===== config.mk =====
export PLATFORM = sky130hd
export DESIGN_NAME = bus_arbiter
export DESIGN_NICKNAME = d
export VERILOG_FILES = /design/src/rtl/bus_arb_pkg.sv /design/src/rtl/bus_arb_wbuf.sv /design/src/rtl/bus_arbiter.sv
export SDC_FILE = /design/constraint.sdc
export NUM_CORES = 1
export LEC_CHECK = 0
export BUFFER_PORTS_ARGS = -buffer_cell sky130_fd_sc_hd__buf_4
export CAP_MARGIN = 20
export CORE_AREA = 2 2 290 292
export DETAILED_ROUTE_END_ITERATION = 12
export DIE_AREA = 0 0 292 294
export SLEW_MARGIN = 20
export SYNTH_ARGS = -nofsm -noshare
export SYNTH_HDL_FRONTEND = slang
export SYNTH_HIERARCHICAL = 1
export SYNTH_SLANG_ARGS = --single-unit

===== constraint.sdc =====
create_clock -name clk -period 12 [get_ports clk]
set_input_delay 1.8 -clock clk [delete_from_list [all_inputs] [get_ports clk]]
set_output_delay 1.8 -clock clk [all_outputs]
set_load 0.1 [all_outputs]

===== src/rtl/bus_arb_pkg.sv =====
// Shared definitions for the bus arbiter.
//   rd_state_t          : read-channel FSM states
//   ICACHE_ID/DCACHE_ID : upstream read master indices
//   BYTE/HALF/WORD/LINE : AXI-style transfer type codes carried on *_type
package bus_arb_pkg;

  typedef enum logic {
    R_IDLE = 1'b0,
    R_WAIT = 1'b1
  } rd_state_t;

  localparam int ICACHE_ID = 0;
  localparam int DCACHE_ID = 1;

  localparam logic [2:0] BYTE = 3'b000;
  localparam logic [2:0] HALF = 3'b001;
  localparam logic [2:0] WORD = 3'b010;
  localparam logic [2:0] LINE = 3'b100;

endpackage


===== src/rtl/bus_arb_wbuf.sv =====
// Single-entry write buffer between the DCache write port and the
// downstream write channel. Also exposes the buffered line address so the
// read arbiter can hold off reads that would overtake the pending write.
//   clk, rst          : clock, asynchronous active-low reset
//   wr_*              : upstream write request (wr_rdy out)
//   s_wr_*            : downstream write request (s_wr_rdy in)
//   wbuf_valid        : an entry is held
//   wbuf_line         : line address (addr[31:LINE_OFF_W]) of the held entry
module bus_arb_wbuf
  import bus_arb_pkg::*;
#(
  parameter int LINE_OFF_W = 4
) (
  input  logic                  clk,
  input  logic                  rst,
  input  logic                  wr_req,
  input  logic [2:0]            wr_type,
  input  logic [31:0]           wr_addr,
  input  logic [15:0]           wr_wstrb,
  input  logic [127:0]          wr_data,
  output logic                  wr_rdy,
  output logic                  s_wr_req,
  output logic [2:0]            s_wr_type,
  output logic [31:0]           s_wr_addr,
  output logic [15:0]           s_wr_wstrb,
  output logic [127:0]          s_wr_data,
  input  logic                  s_wr_rdy,
  output logic                  wbuf_valid,
  output logic [31-LINE_OFF_W:0] wbuf_line
);

  logic         valid_q;
  logic [2:0]   type_q;
  logic [31:0]  addr_q;
  logic [15:0]  wstrb_q;
  logic [127:0] data_q;
  logic         accept;
  logic         drain;

  // Ready only when empty, so a draining entry blocks a same-cycle refill;
  // held low throughout reset.
  assign wr_rdy = rst & ~valid_q;
  assign accept = wr_req & wr_rdy;
  assign drain  = valid_q & s_wr_rdy;

  // NOTE: sequential state uses non-blocking assignments so every flop
  // samples pre-edge values regardless of block ordering.
  always_ff @(posedge clk or negedge rst) begin
    if (!rst) begin
      valid_q <= 1'b0;
    end else if (accept) begin
      valid_q <= 1'b1;
    end else if (drain) begin
      valid_q <= 1'b0;
    end
  end

  // NOTE: the payload registers are deliberately not reset; valid_q
  // qualifies them and the outputs below are masked while empty.
  always_ff @(posedge clk) begin
    if (accept) begin
      type_q  <= wr_type;
      addr_q  <= wr_addr;
      wstrb_q <= wr_wstrb;
      data_q  <= wr_data;
    end
  end

  assign s_wr_req   = valid_q;
  assign s_wr_type  = valid_q ? type_q  : '0;
  assign s_wr_addr  = valid_q ? addr_q  : '0;
  assign s_wr_wstrb = valid_q ? wstrb_q : '0;
  assign s_wr_data  = valid_q ? data_q  : '0;

  assign wbuf_valid = valid_q;
  assign wbuf_line  = addr_q[31:LINE_OFF_W];

endmodule


===== src/rtl/bus_arbiter.sv =====
// Two-master read arbiter (ICache=0, DCache=1) plus a buffered DCache write
// path onto a single downstream bus. One downstream read is outstanding at
// a time; return beats are routed to the master that owns that read.
// Reads hitting the line held in the write buffer are stalled until the
// write drains.
//   clk, rst                         : clock, asynchronous active-low reset
//   m_rd_req/type/addr, m_rd_rdy     : upstream read requests per master
//   m_ret_valid/last, m_ret_data     : upstream return (data broadcast)
//   m_wr_*                           : DCache write port
//   s_rd_*, s_ret_*, s_wr_*          : downstream read, return, write
// Build option: define BUS_ARB_RR_EN for round-robin arbitration; otherwise
// DCache has fixed priority over ICache.
module bus_arbiter
  import bus_arb_pkg::*;
#(
  parameter int LINE_OFF_W = 4,
  parameter int RD_PORTS   = 2
) (
  input  logic                     clk,
  input  logic                     rst,
  input  logic [RD_PORTS-1:0]      m_rd_req,
  input  logic [RD_PORTS-1:0][2:0] m_rd_type,
  input  logic [RD_PORTS-1:0][31:0] m_rd_addr,
  output logic [RD_PORTS-1:0]      m_rd_rdy,
  output logic [RD_PORTS-1:0]      m_ret_valid,
  output logic [RD_PORTS-1:0]      m_ret_last,
  output logic [127:0]             m_ret_data,
  input  logic                     m_wr_req,
  input  logic [2:0]               m_wr_type,
  input  logic [31:0]              m_wr_addr,
  input  logic [15:0]              m_wr_wstrb,
  input  logic [127:0]             m_wr_data,
  output logic                     m_wr_rdy,
  output logic                     s_rd_req,
  output logic [2:0]               s_rd_type,
  output logic [31:0]              s_rd_addr,
  input  logic                     s_rd_rdy,
  input  logic                     s_ret_valid,
  input  logic                     s_ret_last,
  input  logic [127:0]             s_ret_data,
  output logic                     s_wr_req,
  output logic [2:0]               s_wr_type,
  output logic [31:0]              s_wr_addr,
  output logic [15:0]              s_wr_wstrb,
  output logic [127:0]             s_wr_data,
  input  logic                     s_wr_rdy
);

  rd_state_t                 state;
  logic                      owner;
`ifdef BUS_ARB_RR_EN
  logic                      rr_ptr;
`endif
  logic                      wbuf_valid;
  logic [31-LINE_OFF_W:0]    wbuf_line;
  logic [RD_PORTS-1:0]       elig;
  logic                      winner;
  logic                      rd_issue;

  bus_arb_wbuf #(
    .LINE_OFF_W (LINE_OFF_W)
  ) u_wbuf (
    .clk        (clk),
    .rst        (rst),
    .wr_req     (m_wr_req),
    .wr_type    (m_wr_type),
    .wr_addr    (m_wr_addr),
    .wr_wstrb   (m_wr_wstrb),
    .wr_data    (m_wr_data),
    .wr_rdy     (m_wr_rdy),
    .s_wr_req   (s_wr_req),
    .s_wr_type  (s_wr_type),
    .s_wr_addr  (s_wr_addr),
    .s_wr_wstrb (s_wr_wstrb),
    .s_wr_data  (s_wr_data),
    .s_wr_rdy   (s_wr_rdy),
    .wbuf_valid (wbuf_valid),
    .wbuf_line  (wbuf_line)
  );

  // A master may compete only if its line is not sitting in the write
  // buffer; otherwise the read could return stale data.
  always_comb begin
    elig = '0;
    for (int i = 0; i < RD_PORTS; i++) begin
      elig[i] = m_rd_req[i] &
                ~(wbuf_valid && (m_rd_addr[i][31:LINE_OFF_W] == wbuf_line));
    end
  end

`ifdef BUS_ARB_RR_EN
  assign winner = elig[rr_ptr] ? rr_ptr : ~rr_ptr;
`else
  assign winner = elig[DCACHE_ID] ? 1'(DCACHE_ID) : 1'(ICACHE_ID);
`endif

  // Request side is silenced during reset so nothing leaks downstream.
  assign rd_issue = rst && (state == R_IDLE) && (|elig);

  // NOTE: every output of this block gets a default before the
  // conditional updates, so no latch can be inferred.
  always_comb begin
    s_rd_req    = rd_issue;
    s_rd_type   = '0;
    s_rd_addr   = '0;
    m_rd_rdy    = '0;
    m_ret_valid = '0;
    m_ret_last  = '0;
    if (rd_issue) begin
      s_rd_type        = m_rd_type[winner];
      s_rd_addr        = m_rd_addr[winner];
      m_rd_rdy[winner] = s_rd_rdy;
    end
    if (state == R_WAIT) begin
      m_ret_valid[owner] = s_ret_valid;
      m_ret_last[owner]  = s_ret_last;
    end
  end

  assign m_ret_data = rst ? s_ret_data : '0;

  always_ff @(posedge clk or negedge rst) begin
    if (!rst) begin
      state  <= R_IDLE;
      owner  <= 1'b0;
`ifdef BUS_ARB_RR_EN
      rr_ptr <= 1'b0;
`endif
    end else begin
      case (state)
        R_IDLE: begin
          if (s_rd_req && s_rd_rdy) begin
            state  <= R_WAIT;
            owner  <= winner;
`ifdef BUS_ARB_RR_EN
            rr_ptr <= ~winner;
`endif
          end
        end
        R_WAIT: begin
          if (s_ret_valid && s_ret_last) begin
            state <= R_IDLE;
          end
        end
        default: state <= R_IDLE;
      endcase
    end
  end

endmodule


After elaboration in Yosys (flattened, before gate mapping)
Cells that the tools add are included.
{ "classes": {"order_cmp": 4, "n_eq_ne": 2, "muxes": 24, "bitwise": 12, "n_reduce_logical": 11} }
{ "ops": {"columns": ["operator", "n"], "rows": [
  ["128-bit 2-to-1 mux", 2],
  ["32-bit 2-to-1 mux", 4],
  ["28-bit equality test", 2],
  ["16-bit 2-to-1 mux", 1],
  ["3-bit 2-to-1 mux", 4],
  ["1-bit logical AND", 8],
  ["1-bit 2-to-1 mux", 7],
  ["2-bit AND", 3],
  ["2-bit 2-to-1 mux", 3],
  ["1-bit AND", 5],
  ["1-bit by 2-bit < comparator with 1-bit output, second input constant", 2],
  ["1-bit inverter", 4],
  ["1-bit demux with 1-bit select", 2],
  ["1-bit >= comparator, second input constant", 2],
  ["1-bit one-hot mux with 2 select lines", 1],
  ["2-bit AND reduction", 1],
  ["2-bit nonzero test", 1],
  ["2-bit OR reduction", 1]
]} }
{ "word_totals": {"ff_bits": 182, "inputBits": 386, "out_inout_bits": 351} }

Depth between registers and ports, before layout
Gate-level depths: netlist of the first run.
{ "logic_depth": {"word_depth": 11, "ltp_mapped": 9, "mapped_depth_nobuf": 6} }

Hierarchy
Netlist of the first run, hierarchy kept.
{ "by_module_without_submodules": {"columns": ["module", "instances", "cells_each", "area_per_inst_um2", "seq_area_each_um2"], "rows": [
  ["bus_arb_wbuf", 1, 412, 6986.7, 5400.2],
  ["bus_arbiter", 1, 366, 2478.6, 50.0]
]} }

Worst setup path after synthesis of the first run
Ideal clock, no wire load.
{ "synth_path": {"kind": "input-to-reg", "start": "input port m_wr_req", "end": "register u_wbuf.addr_q[0] (enable)", "setup_ns": 0.723, "arrival_time_ns": 9.330, "required_time_ns": 11.277, "slack_ns": 1.947, "stages": 2, "n_path_buf": 0, "cell_sequence": "nand2_1 -> nor2_1"} }
{ "synth_between": {"elab_chain_len": 1} }
{ "synth_rtl": {"columns": ["item", "line", "text"], "rows": [
  ["from (decl)", "bus_arbiter.sv:28", "input logic m_wr_req,"],
  ["1-bit AND", "bus_arb_wbuf.sv:43", "assign accept = wr_req & wr_rdy;"],
  ["net u_wbuf.accept", "bus_arb_wbuf.sv:37", "logic accept;"],
  ["to (signal assigned)", "bus_arb_wbuf.sv:63", "addr_q <= wr_addr;"],
  ["to (decl)", "bus_arb_wbuf.sv:34", "logic [31:0] addr_q;"]
]} }
The timed path passes the listed nets, and every way through them passes these cells.
A chain may end at the register's enable or synchronous reset.

Worst setup path after layout of the first run
{ "layout_path": {"start": "input port m_rd_addr[55] (netlist bit)", "end": "output port s_rd_addr[31]"} }
{ "layout_between": {"elab_chain_len": 8, "elab_cells_between_ends": 10, "classes_between": "1 x eq/ne; 4 x mux; 2 x bitwise; 3 x reduce/logical"} }
{ "layout_rtl": {"columns": ["item", "line", "text"], "rows": [
  ["from (decl)", "bus_arbiter.sv:23", "input logic [RD_PORTS-1:0][31:0] m_rd_addr,"],
  ["28-bit equality test *", "bus_arbiter.sv:87", "~(wbuf_valid && (m_rd_addr[i][31:LINE_OFF_W] == wbuf_line));"],
  ["1-bit logical AND *", "bus_arbiter.sv:87", null],
  ["1-bit inverter *", "bus_arbiter.sv:87", null],
  ["1-bit AND *", "bus_arbiter.sv:86", "elig[i] = m_rd_req[i] &"],
  ["1-bit 2-to-1 mux", "bus_arbiter.sv:94", "assign winner = elig[DCACHE_ID] ? 1'(DCACHE_ID) : 1'(ICACHE_ID);"],
  ["32-bit 2-to-1 mux (implied by the code) (2 in series)", "bus_arbiter.sv:111", "s_rd_addr = m_rd_addr[winner];"],
  ["32-bit 2-to-1 mux *", "bus_arbiter.sv:109", "if (rd_issue) begin"],
  ["to (decl)", "bus_arbiter.sv:36", "output logic [31:0] s_rd_addr,"]
]} }
Mark *: on every way between the ends. The rest lies on a longest branch, timed or not. The select of a mux whose other input is x is not followed.

==> flow_metrics.py, run 1 <==
metrics = {
    "worst_setup_path": {
        "endpoint_kind": "primary output",
        "crit_fanout": 72,
        "cp.arrival_ns": 4.89,
        "crit_type": "in -> out",
        "reg2reg_depth": 7,
        "worstPathRequired_ns": 10.20,
        "startpoint_type": "input pin",
    },
    "global_route": {
        "gr-total-overflow": 0,
        "grt_max_degree": 144,
        "grt_pass1_vias": 8896,
        "grt_usage_pct": 13.2,
        "antenna_found_initial": 34,
        "grt_pass1_wl_um": 75400,
    },
    "pwr": {
        "leakagePower_uw": 0.00696,
        "total_power_uw": 2330,
        "power_density_nw_per_um2": 142,
        "ir_drop_mv": 0.119,
    },
    "sta": {
        "maxSlewHeadroom_pct": 20.4,
        "min_period_over_period_pct": 55.8,
        "finClkSkew_ns": 0.0225,
        "drv_slew": 0,
        "fin_tns_setup_ns": 0,
        "layout_min_cycle_time_ns": 6.69,
        "worst_pin_slew_ns": 1.19,
        "max_clock_freq_ghz": 0.149,
        "rsz0062_at_grt": "false",
        "final-setup-viol-count": 0,
        "hold_viol_final": 0,
    },
    "synthesis": {
        "synth_commonest_cells": "and2_1 (307), edfxtp_1 (179), nand4_1 (47)",
        "async_flop_share_pct": 1.65,
        "netlist_area_sq_um": 9470,
        "synthFlopType": "edfxtp_1",
        "post-synth-top-area-fraction_pct": 56.8,
        "ys_top_cells_by_area": "edfxtp_1 (57%), and2_1 (20%), xnor2_1 (3.9%)",
        "yosysSeqAreaShare_pct": 57.6,
        "synth_area_per_cell_sq_um": 12.2,
        "synth_fp_nets": 1164,
        "synth-seq-cells": 182,
        "ys_types": 26,
        "synth.most_common_cell": "and2_1",
        "yosysWarnings": 6,
        "synth_edf_count": 179,
        "postSynthCellCount": 778,
        "synth_top_cell_by_area": "edfxtp_1",
    },
    "routing": {
        "drt-initial-drc-count": 380,
        "wirelength_um": 58500,
        "firstDrtPassIters": 4,
        "vias": 8792,
        "viasPerCell": 3.44,
        "ant_nets": 0,
        "post_drt_wl_per_cell_um": 22.9,
        "drc": 0,
    },
    "cts": {
        "cts_buffer_depth": 2,
        "worst_skew_pair.late_latency_ns": 0.51,
        "path_clk_slew_ns": 0.09,
        "postCtsSetupBuffers": 0,
        "h-tree-depth": 4,
        "hold_buffers": 0,
        "cts-root-buf": "clkbuf_16",
        "clock-sinks": 182,
        "cts_tree": "built",
        "post_cts_resized": 0,
        "cts_buffers": 17,
    },
    "place": {
        "dp_hpwl_um": 49700,
        "place.gp.congestion": 0.824,
        "portBuffers": 736,
    },
    "outcome": {
        "status": "complete, no violations",
    },
    "finish": {
        "fillers": 9157,
        "syn2layout_area_growth_pct": 73.9,
        "final_nets": 1841,
        "multi_input_area_sq_um": 3390,
        "postLayoutCoreUtil_pct": 19.9,
        "drive_above_1_share_pct": 55.7,
        "final-seq-area_sq_um": 5450,
    },
    "die": {
        "die_y_um": 294,
        "rows": 106,
        "num_io_pins": 737,
        "die_w_um": 292,
        "start_util_pct": 11.4,
        "die-area_sq_um": 85800,
        "core_sq_um": 82900,
    },
    "hold_path": {
        "hp-class": "reg -> reg",
        "min_path_cells": 1,
    },
    "run": {
        "cap_violations": 0,
    },
}
## report_power, final
group	total (uW)	switching (uW)	leakage, uW	internal (uW)
Sequential	749	15.8	0.00169	733
Clock	651	297	0.000311	354
Combinational	932	711	0.00496	221
## logic make-up after synthesis
group	count (synthesis)	synth area share (%)
buf+inv	86	6.78
xor+xnor	56	5.18
flops	182	57.6
compound gates	40	3.64
simple gates	413	26.7
mux	1	0.106
## registers in the layout, indices dropped and copies added (netlist names)
register	flops
owner	1
u_wbuf/wstrb_q	16
u_wbuf/s_wr_req	1
u_wbuf/type_q	3
state	1
u_wbuf/data_q	128
u_wbuf/addr_q	32
## path summary, 6_finish.rpt
check,start,end,slack [ns]
max,m_rd_addr[55],s_rd_addr[31],5.31
min,owner,owner,0.57
max reg2reg,u_wbuf/addr_q[23],state,8.57
min reg2reg,owner,owner,0.57
max in group asynchronous,rst,u_wbuf/s_wr_req,9.89
min in group asynchronous,rst,owner,1.22
## layer usage
layer,global-route usage (%),up-vias,part of all wire [%]
met1,14.6,4191,39
met2,23.4,496,51
met4,5.29,4,3.2
li1,-,4020,-
met5,0,-,0.041
met3,4.06,81,7.2
## placed cells by master (no fill, tap or decap)
cell type   Yosys  layout
mux2i_1         1       1
diode_2         0       9
dfrtp_4         0       1
o21ai_2        35      35
nand3_1        32      32
nand2_1         7       7
and2_1        307     307
o41ai_1         1       1
inv_8           0       2
nor2_1          5       4
xnor2_1        42      42
and3_1          2       2
dfrtp_1         3       2
nor2_4          0       1
buf_4          29     743
nor2b_4         0       1
nand4_1        47      47
clkinv_4        0       1
nand3_2         4       4
clkinvlp_4      0       1
or4_1           1       1
clkinv_8        0       1
o21ai_0         1       1
buf_12          0       1
bufinv_16       0       4
nor3_1          1       1
o41a_2          0       1
edfxtp_1      179     179
a21o_1          1       1
clkbuf_16       0      17
clkinv_1        0       2
inv_6           0       4
a21oi_1         1       1
nor2b_1         3       2
nor4_1          4       4
xor2_1         14      14
## critical path: stages
cell and delay [ns]:
buf_4 0.12, xnor2_1 0.43, nand4_1 0.27, or4_1 0.62, o41a_2 0.50, buf_4 0.43
nand3_1 0.28, o21ai_2 0.07, buf_4 0.27
## stage by stage
step	hold WS (ns)	cells	instance area, sq um	worst slack [ns]
6_report	0.567	2557	16500	5.31
5_1_grt	0.619	2551	16400	5.12
4_1_cts	0.565	2548	16400	5.20
3_5_place_dp	0.543	2516	15800	5.21
3_3_place_gp	0.529	2516	15800	5.24
2_1_floorplan	0.501	778	9470	1.95
## layout make-up
cell class,count,share of cell area [%]
timing repair buffer,744,34.0
sequential,182,33.1
multi-input combinational,510,20.6
tap,1080,8.21
clock buffer,17,2.58
clock inverter,15,1.32
antenna,9,0.137
(Power assumes the default switching activity.)
==> run 2: changes to the inputs <==
- clock period: 12 -> 6.95 ns (I/O delays scaled with it)
==> run 2 against run 1 <==
Against the previous run: power rose by 67%; largest cell class unchanged; critical endpoint is now s_rd_addr[14]; setup slack got worse by 3.6 ns; largest power group unchanged; register-to-register slack got worse by 4.7 ns.
==> flow_metrics.py, run 2 (synthesized netlist as in run 1, its figures left out) <==
metrics = {
    "finish": {
        "largest_register_ffs": 128,
        "reg.largest.list": "u_wbuf/data_q (128), u_wbuf/addr_q (32), u_wbuf/wstrb_q (16)",
        "syn2layout_area_growth_pct": 73.0,
        "layout_commonest_cell": "buf_4",
        "top_register": "u_wbuf/data_q",
        "layout_common_cells": "buf_4 (745), and2_1 (307), edfxtp_1 (179), nand4_1 (47), xnor2_1 (42)",
        "drive_above_1_share_pct": 55.6,
        "fin_area_sq_um": 16400,
        "final_nets": 1843,
    },
    "cts": {
        "hold_buffers": 0,
        "h-tree-depth": 4,
        "post_cts_resized": 0,
        "cts-root-buf": "clkbuf_16",
        "cts_tree": "built",
        "worst_skew_pair.late_latency_ns": 0.49,
        "clock-sinks": 182,
        "cts_buffers": 17,
        "cts_buffer_depth": 2,
        "path_clk_slew_ns": 0.09,
        "postCtsSetupBuffers": 0,
    },
    "worst_setup_path": {
        "worstPathRequired_ns": 5.91,
        "cp.arrival_ns": 4.16,
        "regToRegSetupSlack_ns": 3.87,
        "crit-reg2reg-capture": "state",
        "endpoint_kind": "primary output",
        "rr_startpoint": "u_wbuf/addr_q[29]",
        "crit_type": "in -> out",
        "startpoint_type": "input pin",
        "crit_fanout": 44,
        "reg2reg_depth": 6,
    },
    "sta": {
        "hold_viol_final": 0,
        "maxSlewHeadroom_pct": 32.2,
        "max_clock_freq_ghz": 0.192,
        "rsz0062_at_grt": "false",
        "finClkSkew_ns": 0.0186,
        "final-setup-viol-count": 0,
        "fin_tns_setup_ns": 0,
        "min_period_over_period_pct": 74.9,
        "holdWs_ns": 0.428,
        "worst_pin_slew_ns": 1.02,
        "drv_slew": 0,
        "layout_min_cycle_time_ns": 5.20,
    },
    "pwr": {
        "power_density_nw_per_um2": 237,
        "leakagePower_uw": 0.00693,
        "ir_drop_mv": 0.178,
    },
    "routing": {
        "firstDrtPassIters": 4,
        "viasPerCell": 3.39,
        "vias": 8646,
        "drt-initial-drc-count": 333,
        "post_drt_wl_per_cell_um": 22.2,
        "drc": 0,
        "ant_nets": 0,
        "wirelength_um": 56700,
    },
    "global_route": {
        "grt_pass1_vias": 8868,
        "grt_max_degree": 111,
        "antenna_found_initial": 29,
        "gr-total-overflow": 0,
        "grt_usage_pct": 12.7,
        "grt_pass1_wl_um": 73400,
    },
    "place": {
        "portBuffers": 736,
        "place_area_sq_um": 15800,
        "dp_hpwl_um": 47700,
        "place.gp.congestion": 0.774,
    },
    "die": {
        "die_w_um": 292,
        "num_io_pins": 737,
        "die_y_um": 294,
        "core_sq_um": 82900,
        "die-area_sq_um": 85800,
        "start_util_pct": 11.4,
        "rows": 106,
    },
    "outcome": {
        "status": "complete, no violations",
    },
    "run": {
        "cap_violations": 0,
    },
    "hold_path": {
        "hp-class": "in -> async",
    },
}
-- run 2: stage by stage --
stage | total power [uW] | instances | setup WS (ns) | utilization [%]
after floorplan | 2470 | 778 | 0.641 | -
after global placement | 2930 | 2518 | 1.66 | 19.1
after detailed placement | 2930 | 2518 | 1.62 | 19.1
after CTS | 3960 | 2550 | 1.62 | 19.7
after global routing | 4020 | 2551 | 1.51 | 19.7
final | 3890 | 2554 | 1.75 | 19.8
-- run 2: per-layer routing --
metal	GRT usage (%)	share of wire, %	up-vias
met3	4.80	8.8	93
met1	13.6	37	4049
met2	22.9	51	480
li1	-	-	4014
met4	4.34	2.7	10
met5	0	0.13	-
-- run 2: layout make-up --
type	instances	area [sq um]
timing repair buffer	746	5610
tap	1080	1350
clock inverter	13	123
multi-input combinational	510	3390
fill	9182	66500
clock buffer	19	433
antenna	4	10.0
sequential	182	5450
-- run 2: how the worst max path moves through the flow --
stage                               start               end  slack, ns  cells after the start
after floorplan           u_wbuf/s_wr_req  u_wbuf/addr_q[0]       0.64                      3
after global placement      m_rd_addr[61]     s_rd_addr[14]       1.66                      8
after detailed placement    m_rd_addr[61]     s_rd_addr[19]       1.62                      8
after CTS                   m_rd_addr[61]      s_rd_addr[7]       1.62                      8
after global routing        m_rd_addr[61]     s_rd_addr[14]       1.51                      8
final                       m_rd_addr[61]     s_rd_addr[14]       1.75                      8
-- run 2: power by group --
part,internal [uW],switching (uW)
Combinational,381,1210
Sequential,1270,31.1
Clock,498,498
-- run 2: critical path, cell delays in order --
cell	delay, ns
buf_4	0.12
xnor2_1	0.36
nand4_1	0.21
or4_1	0.56
o41a_2	0.88
buf_4	0.46
o21ai_2	0.20
buf_4	0.30
